===== src/rtl/ipu_instr_decoder_pipe.sv =====
// ============================================================================
// ipu_instr_decoder_pipe : handshaked IPU instruction decoder, MLT scoreboard
// Revision 1.0
// ============================================================================
`default_nettype none

module ipu_instr_decoder_pipe #(
  parameter int AW      = 4,
  parameter int NB      = 4,
  parameter int MLT_LAT = 4,
  localparam int IW_W   = 2 + AW * (2 + NB)
) (
  input  logic              clk,
  input  logic              rst,
  input  logic [IW_W-1:0]   iw,
  input  logic              iw_valid,
  output logic              iw_ready,
  output logic              out_valid,
  input  logic              out_ready,
  output logic [1:0]        dec_op,
  output logic [AW-1:0]     da,
  output logic [AW-1:0]     aa,
  output logic [NB*AW-1:0]  ab,
  output logic              dmx,
  output logic              muxd,
  output logic              rf_rw,
  output logic              rf_am,
  output logic              mm_en,
  output logic [1:0]        add_en,
  output logic              busy
);

  localparam int CW = $clog2(MLT_LAT + 1);

  typedef enum logic [1:0] {
    OP_ADD = 2'b00,
    OP_MLT = 2'b01,
    OP_MV  = 2'b10,
    OP_WT  = 2'b11
  } op_e;

  logic              valid_q, valid_d;
  logic [1:0]        op_q, op_d;
  logic [AW-1:0]     da_q, da_d;
  logic [AW-1:0]     aa_q, aa_d;
  logic [NB*AW-1:0]  ab_q, ab_d;
  logic [6:0]        ctrl_q, ctrl_d;  // {dmx, mm_en, add_en[1:0], muxd, rf_rw, rf_am}
  logic [CW-1:0]     cnt_q, cnt_d;
  logic [AW-1:0]     lock_q, lock_d;

  logic [1:0]        w_op;
  logic [AW-1:0]     w_da;
  logic [AW-1:0]     w_aa;
  logic [NB*AW-1:0]  w_ab;
  logic [NB*AW-1:0]  w_ab_dec;
  logic [6:0]        w_ctrl_dec;
  logic              w_busy;
  logic              w_hit;
  logic              w_accept;

  always_comb begin
    w_op = iw[IW_W-1 -: 2];
    w_da = iw[IW_W-3 -: AW];
    w_aa = iw[IW_W-3-AW -: AW];
    // Slot 0 sits just below AA, so slot k counts down from the top of the B field.
    w_ab = '0;
    for (int k = 0; k < NB; k++) begin
      w_ab[k*AW +: AW] = iw[(NB-k)*AW-1 -: AW];
    end

    w_ctrl_dec = '0;
    w_ab_dec   = '0;
    case (op_e'(w_op))
      OP_ADD: begin
        w_ctrl_dec          = 7'b1001111;
        w_ab_dec[AW-1:0]    = w_ab[AW-1:0];
      end
      OP_MLT: begin
        w_ctrl_dec = 7'b0100010;
        w_ab_dec   = w_ab;
      end
      OP_MV:   w_ctrl_dec = 7'b1010110;
      default: w_ctrl_dec = 7'b0000000;
    endcase

    w_busy = (cnt_q != '0);
    w_hit  = (w_op == OP_MLT) || (w_aa == lock_q) ||
             ((w_da == lock_q) && (w_op != OP_WT));
    for (int k = 0; k < NB; k++) begin
      if (((w_op == OP_MLT) || ((w_op == OP_ADD) && (k == 0))) &&
          (w_ab[k*AW +: AW] == lock_q)) begin
        w_hit = 1'b1;
      end
    end

    iw_ready = (!valid_q || out_ready) && !(w_busy && w_hit);
    w_accept = iw_valid && iw_ready;
  end

  always_comb begin
    valid_d = valid_q;
    op_d    = op_q;
    da_d    = da_q;
    aa_d    = aa_q;
    ab_d    = ab_q;
    ctrl_d  = ctrl_q;
    cnt_d   = cnt_q;
    lock_d  = lock_q;

    if (w_accept) begin
      valid_d = 1'b1;
      op_d    = w_op;
      da_d    = w_da;
      aa_d    = w_aa;
      ab_d    = w_ab_dec;
      ctrl_d  = w_ctrl_dec;
    end else if (valid_q && out_ready) begin
      // Addresses and opcode linger for debug; only the strobes must drop.
      valid_d = 1'b0;
      ctrl_d  = '0;
    end

    if (w_accept && (w_op == OP_MLT)) begin
      cnt_d  = CW'(MLT_LAT);
      lock_d = w_da;
    end else if (w_busy) begin
      cnt_d  = cnt_q - CW'(1);
    end
  end

  always_ff @(posedge clk) begin
    if (rst) begin
      valid_q <= 1'b0;
      op_q    <= '0;
      da_q    <= '0;
      aa_q    <= '0;
      ab_q    <= '0;
      ctrl_q  <= '0;
      cnt_q   <= '0;
      lock_q  <= '0;
    end else begin
      valid_q <= valid_d;
      op_q    <= op_d;
      da_q    <= da_d;
      aa_q    <= aa_d;
      ab_q    <= ab_d;
      ctrl_q  <= ctrl_d;
      cnt_q   <= cnt_d;
      lock_q  <= lock_d;
    end
  end

  assign out_valid = valid_q;
  assign dec_op    = op_q;
  assign da        = da_q;
  assign aa        = aa_q;
  assign ab        = ab_q;
  assign dmx       = ctrl_q[6];
  assign mm_en     = ctrl_q[5];
  assign add_en    = ctrl_q[4:3];
  assign muxd      = ctrl_q[2];
  assign rf_rw     = ctrl_q[1];
  assign rf_am     = ctrl_q[0];
  assign busy      = (cnt_q != '0);

endmodule

`default_nettype wire


===== config.mk =====
export PLATFORM = sky130hd
export DESIGN_NAME = ipu_instr_decoder_pipe
export DESIGN_NICKNAME = d
export VERILOG_FILES = /design/src/rtl/ipu_instr_decoder_pipe.sv
export SDC_FILE = /design/constraint.sdc
export NUM_CORES = 1
export LEC_CHECK = 0
export ABC_AREA = 1
export CAP_MARGIN = 20
export CORE_MARGIN = 2
export CORE_UTILIZATION = 34
export CTS_BUF_LIST = sky130_fd_sc_hd__clkbuf_2
export DETAILED_ROUTE_END_ITERATION = 16
export HOLD_SLACK_MARGIN = 0.02
export PLACE_DENSITY = 0.71
export SLEW_MARGIN = 10
export SYNTH_ARGS = -nofsm -noshare
export SYNTH_HDL_FRONTEND = slang
export SYNTH_SLANG_ARGS = --single-unit

===== constraint.sdc =====
create_clock -name clk -period 2.2 [get_ports clk]
set_clock_uncertainty 0.05 [all_clocks]
set_input_delay 0.22 -clock clk [delete_from_list [all_inputs] [get_ports clk]]
set_output_delay 0.22 -clock clk [all_outputs]
set_load 0.05 [all_outputs]

Word level (Yosys, flattened, before mapping)
Index checks and enable logic that the tools add are counted.

word-level totals
  register bits after elaboration = 41
  input port bits = 30
  output and inout bits = 36
  word-level logic and storage cells = 54

cells by class
  add/sub/neg operators = 1
  equal/unequal tests = 9
  mux-type cells = 13
  reduce and logical (&&, ||, !) cells = 22

operators by type and width
  kind                                               number
  == test 4 bit                                      6
  one-hot mux 7 bit (3 select lines)                 1
  two-way mux 7 bit                                  2
  two-way mux 12 bit                                 1
  logical AND 1 bit                                  10
  two-way mux 1 bit                                  6
  two-way mux 3 bit                                  2
  logical OR 1 bit                                   4
  two-way mux 4 bit                                  1
  nonzero test 2 bit                                 2
  OR reduction 2 bit                                 2
  nonzero test 3 bit                                 1
  subtractor 3 x 1 -> 3 bit (second input constant)  1
  == test 2 x 1 -> 1 bit (second input constant)     1
  == test 2 bit (second input constant)              1
  logical NOT 1 bit                                  2
  logical NOT 2 bit                                  1
  != test 2 bit (second input constant)              1

Longest topological paths before layout
  depth after elaboration = 13
  depth in mapped cells = 13

Worst setup path after synthesis
No wires, ideal clock.

  path kind = register -> register
  from = reg cnt_q[0]
  to = reg ctrl_q[3]
  arrival time = 1.792 ns
  data required time = 2.080 ns
  path slack = 0.288 ns
  cell stages (with the launch flop) = 10
  buffers on the path = 1
  period minus slack after synthesis = 1.912 ns
  cell sequence = dfxtp_1 -> inv_1 -> ha_1 -> ha_1 -> inv_1 -> nand2_4 -> nand3_4 -> buf_6 -> nand3_1 -> a21oi_1

on the way
  word-level cells in the longest chain between the ends = 6
  elaborated cells between the ends (all ways) = 7
  those cells by class = mux: 1; reduce/logical: 6

RTL lines
  what                                                     RTL line  RTL
  from (decl)                                              48        logic [CW-1:0] cnt_q, cnt_d;
  from (signal assigned)                                   148       cnt_q <= cnt_d;
  nonzero test 3 bit (*)                                   -
  net busy                                                 30        output logic busy
  logical AND 1 bit (*)                                    96        iw_ready = (!valid_q || out_ready) && !(w_busy && w_hit);
  logical NOT 1 bit (*)                                    96
  logical AND 1 bit (*)                                    96
  logical AND 1 bit (*)                                    97        w_accept = iw_valid && iw_ready;
  two-way mux 7 bit or nonzero test 2 bit (tied branches)  -
  to (signal assigned)                                     147       ctrl_q <= ctrl_d;
  to (decl)                                                47        logic [6:0] ctrl_q, ctrl_d;

The timed path passes the listed nets; every way through them passes the cells marked *.
A chain may end at the register's enable or synchronous reset.

Worst setup path in the final report
  from = reg lock_q[1]
  to = out iw_ready

on the way
  word-level cells in the longest chain between the ends = 10
  elaborated cells between the ends (all ways) = 20
  those cells by class = eq/ne: 6; mux: 4; reduce/logical: 10

RTL lines
  what                                                   RTL line  RTL
  from (decl)                                            49        logic [AW-1:0] lock_q, lock_d;
  from (signal assigned)                                 149       lock_q <= lock_d;
  == test 4 bit (on tied branches)                       87, 88
  logical OR 1 bit or logical AND 1 bit (tied branches)  87, 88
  logical OR 1 bit                                       87        w_hit = (w_op == OP_MLT) || (w_aa == lock_q) ||
  two-way mux 1 bit (3 in series)                        90        if (((w_op == OP_MLT) || ((w_op == OP_ADD) && (k == 0))) &&
  two-way mux 1 bit (*)                                  90
  logical AND 1 bit (*)                                  96
  logical NOT 1 bit (*)                                  96
  logical AND 1 bit (*)                                  96
  to (decl)                                              17        output logic iw_ready,

Every way passes the cells marked *; elsewhere a longest branch is shown, timed or not.

==> metrics.md <==
| Metric | Value |
|---|---|
| Status | `complete, no violations` |
| Most frequent cells in the layout | `nand2_1, clkdlybuf4s50_1, dfxtp_1` |
| Area grow syn2layout | `38.5%` |
| Placer Congestion | `0.862` |
| Initial antenna violation count | `0` |
| Critical Path RT | `1.93 ns` |
| H-tree levels | `2` |
| Crit-path leading delay family | `flip-flops` |
| RSZ-0062 raised after global routing | `no` |
| Crit path cell chain | `xor2_1 -> nor2_1 -> nand2_1 -> nand2_1 -> inv_1 -> nand2_2 -> a21boi_2 -> buf_6 -> buf_12` |
| Synth Register Bits | `39` |
| Final hold violations | `0` |
| Slew of the pin with the lowest slew margin | `0.533 ns` |
| Cts bufs inserted | `5` |
| Total gr overflow | `0` |
| Setup crit start kind | `flop` |
| Post-route cell area | `2690 µm²` |
| Mean Syn Cell Area | `6.84 µm²` |
| Register area share after synthesis | `0.402` |
| Most used cell, CP | `nand2_1` |
| Final wirelength | `4880 µm` |
| Tmin final | `2.06 ns` |
| Die Y | `79.6 µm` |
| Mux share of post-synthesis cell area | `0` |
| Post-DP HPWL | `3620 µm` |
| Clk sink count | `39` |
| Synth Cell Area | `1940 µm²` |
| Gate Count Post-Synth | `284` |
| Fin crit share | `0.934` |
| Vias | `1,954` |
| Port bufs | `65` |
| Largest net degree at the start of global routing | `33` |
| First-pass GRT wire length | `7880 µm` |
| IO Pins | `66` |
| Simple-gate share of the synthesized area | `0.326` |
| Synth top area share | `0.402` |
| Synth Area in XOR/XNOR | `0.00901` |
| Unique masters post-synth | `22` |
| Leakage Power | `1.15 nW` |
| Vias per cell | `4.67` |
| Synth warn | `0` |
| Synth Area in Compound Gates | `0.109` |
| N_diodes | `0` |
| Gr usage total | `0.157` |
| Fillers | `549` |
| CTS tree | `built` |
| Post-CTS Setup Bufs | `0` |
| Wire length per cell | `11.7 µm` |
| CTS root buf | `clkbuf_2` |
| Adder-Cell Fraction of Synth Area | `0.0193` |
| Slew margin rel. | `0.643` |
| Die area | `6340 µm²` |
| # setup viols final | `0` |
| Fmax | `487 MHz` |
| Vias in the first global route | `1,737` |
| Pwr dens | `807 nW/µm²` |
| Antenna-violating nets left | `0` |
| CP Capture Type | `primary output` |
| CP max stage cell | `dfxtp_1` |
| WP buf/inv | `3` |
| Max FO, Critical Path | `13` |
| Starting DRC count in detailed routing | `63` |
| Clk_lat worst skew | `0.38 ns` |
| Starting Density | `0.353` |
| First-pass detailed-route iteration total | `4` |
| Clock transition at path regs | `0.18 ns` |
| NumNets Final | `378` |
| Post-Syn Nets | `317` |
| Crit path kind | `flop to primary output` |
| Post-DP Area | `2650 µm²` |
| Largest family of logic cells by synthesized area | `simple AND/OR/NAND/NOR gates` |
| MaxCap Viol Count | `0` |
| Max clock buf depth | `2` |
| Die Width | `79.6 µm` |
| Critical path arrival | `1.79 ns` |
| Fin Setup TNS | `0 ns` |
| HP Class | `input pin to flop` |
| Cell taking the most area after synthesis | `dfxtp_1` |
| Drt drc | `0` |
| Worst vdd ir | `0.000673 V` |
| Crit path largest cell delay | `0.47 ns` |
| Synth top area cells | `dfxtp_1, nand2_1, a21oi_1` |
| Core area | `5510 µm²` |
| Floorplan row count | `27` |
| Most common cell after layout, fill and taps aside | `nand2_1` |
| Slew Limit Fails | `0` |
| Ratio of cells with drive above 1 in the final layout | `0.0809` |
==> metrics by stage <==
| stage | cells | setup slack [ns] | power [mW] | utilization | hold WS (ns) |
|---|---|---|---|---|---|
| 3_5_place_dp | 410 | 0.109 | 1.86 | 0.480 | 0.384 |
| 3_3_place_gp | 410 | 0.160 | 1.84 | 0.480 | 0.391 |
| 2_1_floorplan | 284 | 0.288 | 1.52 | - | 0.305 |
| 5_1_grt | 418 | 0.00684 | 2.30 | 0.489 | 0.399 |
| 6_report | 418 | 0.145 | 2.17 | 0.489 | 0.395 |
| 4_1_cts | 418 | 0.0648 | 2.18 | 0.488 | 0.370 |
==> cell type report <==
class,count,area (µm²),area share
multi-input combinational,188,903,0.336
sequential,39,781,0.290
timing repair buffer,73,734,0.273
inverter,38,143,0.0530
tap,72,90.1,0.0335
clock buffer,7,35.0,0.0130
clock inverter,1,5.00,0.00186
==> Yosys cell counts, drive strengths merged <==
cell type	instances
nand2	74
dfxtp	39
inv	37
a21oi	34
nor2	28
nand3	22
nand4	18
buf	10
clkbuf	9
o21ai	6
ha	3
xor2	2
a21boi	1
clkinv	1
==> tightest hold or removal path: cells and delay by family <==
family                 cells  cell delay, ns
buffers and inverters      1            0.44
and+or+nand+nor            2            0.16
==> power by group <==
group          internal, mW  switching, mW  total, mW
sequential            0.786         0.0459      0.832
combinational         0.383          0.643       1.03
clock                0.0868          0.228      0.314
==> flip-flops by register name, summed over array words and instances, names as in the netlist <==
signal and count:
dec_op 2, aa 4, lock_q 4, da 4, ab 16, ctrl_q 5
out_valid 1, cnt_q 3
==> path summary, 6_finish.rpt <==
check	slack, ns	depth (start not counted)	end	startpoint
min reg2reg	0.40	2	dec_op[0]$_SDFFE_PP0P_	dec_op[0]$_SDFFE_PP0P_
max	0.14	9	iw_ready	lock_q[1]$_SDFFE_PP0P_
min	0.40	3	lock_q[3]$_SDFFE_PP0P_	iw[23]
max reg2reg	0.46	8	dec_op[1]$_SDFFE_PP0P_	cnt_q[0]$_SDFFE_PP0P_
==> kinds of logic (layout without fill, tap and decap cells) <==
group	after synthesis	in the layout
adders and majority gates	3	3
buffers and inverters	57	119
xor gates and xnor gates	2	2
DFF	39	39
and+or+nand+nor	142	142
AOI/OAI and AO/OA	41	41
==> what timing repair did <==
action	in CTS	in global routing
endpoints found under the setup margin	1	1
hold buffers	0	0
gates resized for setup	1	2
==> routing by layer <==
layer,vias up,GRT usage,routed length [µm]
met5,-,0,0
met4,0,0.0586,102
met3,8,0.0339,156
met2,35,0.253,2310
met1,884,0.206,2310
li1,1027,-,-
No activity file was read; power rests on OpenSTA's default activity.
